===== src/rtl/fifo_wr_arbiter.sv =====
// Round-robin write arbiter: N_REQ requesters share one sync FIFO write port, bursts capped at BURST_MAX beats.
// Define FIFO_ARB_STATS_EN to add stats_clr / grant_cnt per-requester grant counters.
module fifo_wr_arbiter #(
    parameter int N_REQ     = 4,
    parameter int DATA_W    = 8,
    parameter int BURST_MAX = 4
) (
    input  logic                      clk,
    input  logic                      rst,
    input  logic [N_REQ-1:0]          req_valid,
    input  logic [N_REQ*DATA_W-1:0]   req_data,
    input  logic [N_REQ-1:0]          req_last,
    output logic [N_REQ-1:0]          req_ready,
    output logic                      fifo_wr_en,
    output logic [DATA_W-1:0]         fifo_din,
    input  logic                      fifo_full,
    output logic [1:0]                grant_id,
    output logic                      busy
`ifdef FIFO_ARB_STATS_EN
    ,
    input  logic                      stats_clr,
    output logic [N_REQ*16-1:0]       grant_cnt
`endif
);

    typedef enum logic {IDLE, BURST} state_t;

    state_t      state_q, state_d;
    logic [1:0]  grant_id_q, grant_id_d;
    logic [3:0]  beat_cnt_q, beat_cnt_d;
    logic [1:0]  last_winner_q, last_winner_d;
    logic [1:0]  winner;
    logic [1:0]  cand;
    logic        found;
    logic [3:0]  beat_next;

`ifdef FIFO_ARB_STATS_EN
    logic [15:0] grant_cnt_q [N_REQ];
    logic [15:0] grant_cnt_d [N_REQ];
`endif

    assign busy     = (state_q == BURST);
    assign grant_id = grant_id_q;

    // Datapath is gated by rst so no beat is accepted while the block is being reset.
    always_comb begin
        req_ready  = '0;
        fifo_wr_en = 1'b0;
        fifo_din   = '0;
        if (state_q == BURST && !rst) begin
            req_ready[grant_id_q] = ~fifo_full;
            fifo_wr_en            = req_valid[grant_id_q] & ~fifo_full;
            fifo_din              = req_data[grant_id_q*DATA_W +: DATA_W];
        end
    end

    // Round-robin search starting just after the previous owner.
    always_comb begin
        winner = '0;
        cand   = '0;
        found  = 1'b0;
        for (int i = 1; i <= N_REQ; i++) begin
            cand = 2'((int'(last_winner_q) + i) % N_REQ);
            if (!found && req_valid[cand]) begin
                winner = cand;
                found  = 1'b1;
            end
        end
    end

    always_comb begin
        state_d       = state_q;
        grant_id_d    = grant_id_q;
        beat_cnt_d    = beat_cnt_q;
        last_winner_d = last_winner_q;
        beat_next     = beat_cnt_q + 4'd1;
        case (state_q)
            IDLE: begin
                if (found && !fifo_full) begin
                    state_d    = BURST;
                    grant_id_d = winner;
                    beat_cnt_d = '0;
                end
            end
            BURST: begin
                if (!fifo_full) begin
                    if (!req_valid[grant_id_q]) begin
                        state_d       = IDLE;
                        last_winner_d = grant_id_q;
                    end else begin
                        beat_cnt_d = beat_next;
                        if (req_last[grant_id_q] || beat_next == 4'(BURST_MAX)) begin
                            state_d       = IDLE;
                            last_winner_d = grant_id_q;
                        end
                    end
                end
            end
            default: state_d = IDLE;
        endcase
    end

`ifdef FIFO_ARB_STATS_EN
    // Clear beats a same-cycle grant; counters stick at all-ones.
    always_comb begin
        grant_cnt_d = grant_cnt_q;
        if (stats_clr) begin
            for (int i = 0; i < N_REQ; i++) grant_cnt_d[i] = '0;
        end else if (state_q == IDLE && found && !fifo_full) begin
            if (grant_cnt_q[winner] != 16'hFFFF) grant_cnt_d[winner] = grant_cnt_q[winner] + 16'd1;
        end
    end

    always_comb begin
        grant_cnt = '0;
        for (int i = 0; i < N_REQ; i++) grant_cnt[i*16 +: 16] = grant_cnt_q[i];
    end
`endif

    always_ff @(posedge clk) begin
        if (rst) begin
            state_q       <= IDLE;
            grant_id_q    <= '0;
            beat_cnt_q    <= '0;
            last_winner_q <= 2'(N_REQ - 1);
`ifdef FIFO_ARB_STATS_EN
            for (int i = 0; i < N_REQ; i++) grant_cnt_q[i] <= '0;
`endif
        end else begin
            state_q       <= state_d;
            grant_id_q    <= grant_id_d;
            beat_cnt_q    <= beat_cnt_d;
            last_winner_q <= last_winner_d;
`ifdef FIFO_ARB_STATS_EN
            grant_cnt_q   <= grant_cnt_d;
`endif
        end
    end

endmodule


===== config.mk =====
export PLATFORM = sky130hd
export DESIGN_NAME = fifo_wr_arbiter
export DESIGN_NICKNAME = d
export VERILOG_FILES = /design/src/rtl/fifo_wr_arbiter.sv
export SDC_FILE = /design/constraint.sdc
export NUM_CORES = 1
export LEC_CHECK = 0
export BUFFER_PORTS_ARGS = -buffer_cell sky130_fd_sc_hd__buf_2
export CORE_MARGIN = 3
export CORE_UTILIZATION = 45
export DETAILED_ROUTE_END_ITERATION = 10
export HOLD_SLACK_MARGIN = 0.06
export PLACE_DENSITY = 0.83
export REMOVE_ABC_BUFFERS = 1
export SETUP_SLACK_MARGIN = 0.2
export SLEW_MARGIN = 20
export SYNTH_ARGS = -nofsm -noshare
export SYNTH_HDL_FRONTEND = slang
export SYNTH_SLANG_ARGS = --single-unit

===== constraint.sdc =====
create_clock -name clk -period 3.1 [get_ports clk]
set_clock_uncertainty 0.2 [all_clocks]
set_input_delay 0.155 -clock clk [delete_from_list [all_inputs] [get_ports clk]]
set_output_delay 0.155 -clock clk [all_outputs]
set_load 0.03 [all_outputs]

==> results.cfg, run 1 <==
[status]
status = completed

[placement]
place_hpwl_mm = 2.199
gp_congestion = 0.8542
io_buffer_count = 58

[logic_synthesis]
syn_area_per_cell_um2 = 9.065
syn-cell-area_um2 = 888.4
synth.distinct_cells = 32
synth_warnings = 0
netlist_instances = 98
ys_seq_area_frac = 0.2028
ys_ff_latch = 9

[sta]
tightestPinTransition_ns = 0.6098
final.period_utilization = 0.7611
tns_ns = 0
max_freq_mhz = 423.8
post-route-min-period_ns = 2.359
hold_viol = 0
setup_viol = 0
rsz0062_at_grt = false
relSlewSlack = 0.5929
finalMaxSlewViolations = 0

[global_route]
antenna_found_initial = 0
gr-total-overflow = 0
grt_max_degree = 17
grt_first_pass_wirelength_mm = 4.519
grtUsageTotal = 0.2290
grt_pass1_vias = 984

[power_and_ir_drop]
power_density_mw_per_mm2 = 296.3
irDropWorstVdd_mv = 0.2106
power_leakage_nw = 0.6012
p_total_mw = 0.3610

[detailed_routing]
ant_nets = 0
totalWireLength_mm = 2.719
wl_per_cell_um = 15.11
drc = 0
drt_pass1_iterations = 4
drt_iter0_markers = 15
vias_per_cell = 5.489
dr_total_vias = 988

[floorplan]
dieHeight_um = 50.43
pin_count = 59
fp-row-count = 15
die-area_mm2 = 0.002543
core_mm2 = 0.001802
chipWidth_um = 50.43
initial_core_util = 0.4931

[cells_and_area]
area_growth_pct = 37.18
drive_gt1_frac = 0.4710
seqCellArea_um2 = 180.2
layout_commonest_cell = buf_2
num-nets-final = 201
multiInputGateArea_um2 = 653.1
mostFrequentLayoutCells = buf_2 (58), nor2_1 (10), nor2b_1 (9), dfxtp_1 (9)
n_antenna_cell = 0
fillCellCount = 164

[clock_tree]
cts_sinks = 9
cts.clk_slew.worst_paths_ns = 0.07
cts_resized = 0
clk_latency_ns = 0.26
clock_path_buffers = 2
cts_tree = done
hold_buffers = 1
cts_setup_buffers = 0
cts_buffers = 3
cts-root-buf = clkbuf_4
ctsHtreeMaxLevel = 1

[critical_path]
reg2reg_depth = 4
endpoint_kind = output port
criticalPathCategory = reg -> out
worstPathMaxFanout = 16
r2r_slack_ns = 0.99
cp-startpoint = grant_id[1]
cp-start-kind = register
reg2reg_to = beat_cnt_q[3]
required_ns = 2.74
r2r_start = grant_id[1]
arrival_ns = 2.00

[min_path]
min_path_type = in -> reg
min_from = req_valid[0]
min_path_cells = 3
hold_end = grant_id[0]

[run]
cap_violations = 0
## layout make-up
type,instances,area share
inverters,5,0.01540
clock inverters,1,0.004107
well taps,25,0.02567
flip-flops and latches,9,0.1478
multi-input cells,77,0.5359
repair buffers,60,0.2526
clock buffers,3,0.01848
## worst max-delay path: stages (launching register included)
cell and delay [ns]:
dfxtp_1 0.71, mux4_2 0.62, nand2_1 0.17, nor2_1 0.06, buf_2 0.18
## cells in the mapped netlist
cell type  number  area (um^2)
a311oi_1        1        8.760
and3b_1         1        8.760
dfxtp_1         9        180.2
buf_1           1        3.750
nand3_1         5        25.02
nor3_1          2        10.01
clkbuf_1        3        11.26
o22ai_1         1        6.260
o31a_1          1        8.760
buf_6           1        11.26
a211o_1         2        17.52
ha_1            2        25.02
nor4_1          2        12.51
inv_2           1        3.750
mux2i_1         3        30.03
inv_1           4        15.01
nor2b_1         9        56.30
o41ai_4         1        27.53
o211a_1         1        10.01
nand3b_1        1        7.510
o21ai_0         1        5.000
a31oi_1         2        12.51
mux4_2          8        180.2
mux4_1          2        52.55
a21oi_1         8        40.04
nand2_1         7        26.28
or3_1           1        6.260
nor2_1         10        37.54
and2_1          1        6.260
a21boi_0        1        7.510
nand2b_1        4        25.02
buf_2           2        10.01
## layer usage
layer,up-vias,GRT usage,part of all wire
met3,2,0.04748,0.063
met5,-,0,0
met4,0,0.02691,0.0055
met2,41,0.4326,0.56
met1,467,0.2705,0.37
li1,478,-,-
## worst max path at each step
stage                     cells past startpoint                to  slack (ns)
after detailed placement                      4     beat_cnt_q[2]        1.02
final                                         4        fifo_wr_en        0.74
after global placement                        3  last_winner_q[0]        1.07
after CTS                                     4        fifo_wr_en        0.74
after global routing                          4        fifo_wr_en        0.56
after floorplan                               2      req_ready[1]        0.69
## metrics by stage
step                      std cells    util  instance area (um^2)  hold slack (ns)  setup slack [ns]
final                           180  0.6764                  1219           0.1047            0.7407
after global routing            180  0.6764                  1219           0.1384            0.5639
after CTS                       180  0.6764                  1219           0.1075            0.7410
after detailed placement        175  0.6556                  1181           0.3005             1.021
after global placement          175  0.6556                  1181           0.2734             1.072
after floorplan                  91       -                 852.1          0.02407            0.6932
## sequential cells by signal, summed over array words and instances (netlist names)
name / count
last_winner_q: 2
beat_cnt_q: 4
grant_id: 2
busy: 1
## kinds of logic (layout without fill, tap and decap cells)
group                      count (synthesis)  count (layout)  synth area share
and+or+nand+nor                           43              43            0.2493
AOI/OAI and AO/OA                         19              19            0.1620
muxes                                     13              13            0.2958
buffers and inverters                     12              69           0.06196
DFF                                        9               9            0.2028
adders and majority gates                  2               2           0.02816
## power breakdown
part | internal (mW) | switching, mW | total (mW)
Sequential | 0.121 | 0.0132 | 0.135
Combinational | 0.0704 | 0.0653 | 0.136
Clock | 0.0476 | 0.0431 | 0.0907
Total | 0.239 | 0.122 | 0.361
(Power assumes the default switching activity.)
==> run 2, diff against run 1 <==
CORE_UTILIZATION = 37   (was 45)
PLACE_DENSITY = 0.73   (was 0.83)
clock period = 2.06 ns   (was 3.1 ns; I/O delays follow)
==> run 2 against run 1 <==
Net effect:
- sequential share of layout area shrank 1.7 points
- utilization is 4.2 points lower
- first-iteration DRC count grew to 2.5 times the previous value
- critical endpoint is now req_ready[0]
==> results.cfg, run 2 (synthesis gave the netlist of run 1 again) <==
[sta]
tns_ns = 0
finalMaxSlewViolations = 0
post-route-min-period_ns = 1.896
relSlewSlack = 0.7463
setup_viol = 0
hold_viol = 0
rsz0062_at_grt = true
hold-worst-slack_ns = 0.06876
tightestPinTransition_ns = 0.3792
max_freq_mhz = 527.5
final.period_utilization = 0.9202

[floorplan]
fp-row-count = 17
core_mm2 = 0.002255
die-area_mm2 = 0.003025
initial_core_util = 0.3940
chipWidth_um = 55
pin_count = 59
dieHeight_um = 55

[clock_tree]
clk_latency_ns = 0.26
cts_tree = done
clock_path_buffers = 2
cts_sinks = 9
ctsHtreeMaxLevel = 1
cts_buffers = 3
cts-root-buf = clkbuf_4
cts.clk_slew.worst_paths_ns = 0.06

[min_path]
min_from = req_valid[0]
hold_end = grant_id[0]
min_path_cells = 3
min_path_type = in -> reg

[detailed_routing]
dr_total_vias = 1040
ant_nets = 0
totalWireLength_mm = 2.755
drt_iter0_markers = 38
vias_per_cell = 5.306
wl_per_cell_um = 14.06
drc = 0
drt_pass1_iterations = 4

[cells_and_area]
drive_gt1_frac = 0.5179
num-nets-final = 214
area_growth_pct = 61.13
layout_commonest_cell = buf_2
mostFrequentLayoutCells = buf_2 (48), buf_4 (13), mux4_2 (10), nor2_1 (10)
top_register = beat_cnt_q
n_antenna_cell = 0
largest_reg_flops = 4
fillCellCount = 193

[global_route]
antenna_found_initial = 0
grt_pass1_vias = 957
grt_max_degree = 14
grtUsageTotal = 0.1801
grt_first_pass_wirelength_mm = 3.877
gr-total-overflow = 0

[critical_path]
required_ns = 1.76
reg2reg_depth = 3
r2r_slack_ns = 0.17
reg2reg_to = last_winner_q[0]
r2r_start = grant_id[0]
endpoint_kind = output port
arrival_ns = 1.59
cp-start-kind = register
worstPathMaxFanout = 5
criticalPathCategory = reg -> out

[power_and_ir_drop]
power_leakage_nw = 0.6766
irDropWorstVdd_mv = 0.2888
power_density_mw_per_mm2 = 417.0

[placement]
place_hpwl_mm = 1.993
gp_congestion = 0.7764
io_buffer_count = 58

[run]
cap_violations = 0

[status]
status = completed
-- run 2: metrics by stage --
stage	power [mW]	instance area, um^2	setup slack [ns]	cells	util
after floorplan	0.3289	852.1	-0.2949	91	-
after global placement	0.4015	1192	0.2337	179	0.5289
after detailed placement	0.4075	1192	0.1697	179	0.5289
after CTS	0.5730	1344	0.1100	191	0.5960
after global routing	0.6417	1431	0.09879	196	0.6349
final	0.5969	1431	0.1644	196	0.6349
-- run 2: worst max path at each step --
stage / endpoint / startpoint
after floorplan: last_winner_q[0] / grant_id[0]
after global placement: last_winner_q[1] / grant_id[0]
after detailed placement: beat_cnt_q[2] / grant_id[1]
after CTS: fifo_din[6] / grant_id[0]
after global routing: req_ready[0] / grant_id[0]
final: req_ready[0] / grant_id[0]
-- run 2: critical path, cell delays in order, from the launching register on --
cell and delay (ns):
dfxtp_4 0.37, buf_12 0.14, buf_12 0.12, buf_4 0.13, buf_4 0.14, nor4_4 0.27
buf_6 0.17
-- run 2: final cells by class --
| type | instances | area [um^2] | area share |
|---|---|---|---|
| Clock buffer | 4 | 26.28 | 0.01836 |
| Inverter | 5 | 18.77 | 0.01311 |
| Multi-Input combinational cell | 77 | 668.1 | 0.4668 |
| Sequential cell | 9 | 187.7 | 0.1311 |
| Tap cell | 28 | 35.03 | 0.02448 |
| Timing Repair Buffer | 73 | 495.5 | 0.3462 |
-- run 2: what timing repair did --
action	CTS	global route
hold endpoints to repair	9	5
pin swaps	0	3
buffers inserted	3	2
gates cloned	0	1
hold buffers	5	2
gates resized for setup	15	11
setup endpoints to repair	12	18
-- run 2: layer usage --
layer / part of all wire / GRT usage / up-vias
met5: 0 / 0 / -
li1: - / - / 508
met1: 0.37 / 0.1832 / 478
met3: 0.063 / 0.04021 / 5
met4: 0.014 / 0.04858 / 0
met2: 0.55 / 0.3602 / 49
-- run 2: where the power goes --
| part | internal, mW | switching, mW | leakage, nW |
|---|---|---|---|
| clock network | 0.0745 | 0.0586 | 0.0150 |
| logic | 0.150 | 0.116 | 0.587 |
| registers | 0.183 | 0.0143 | 0.0748 |
| total | 0.408 | 0.189 | 0.677 |
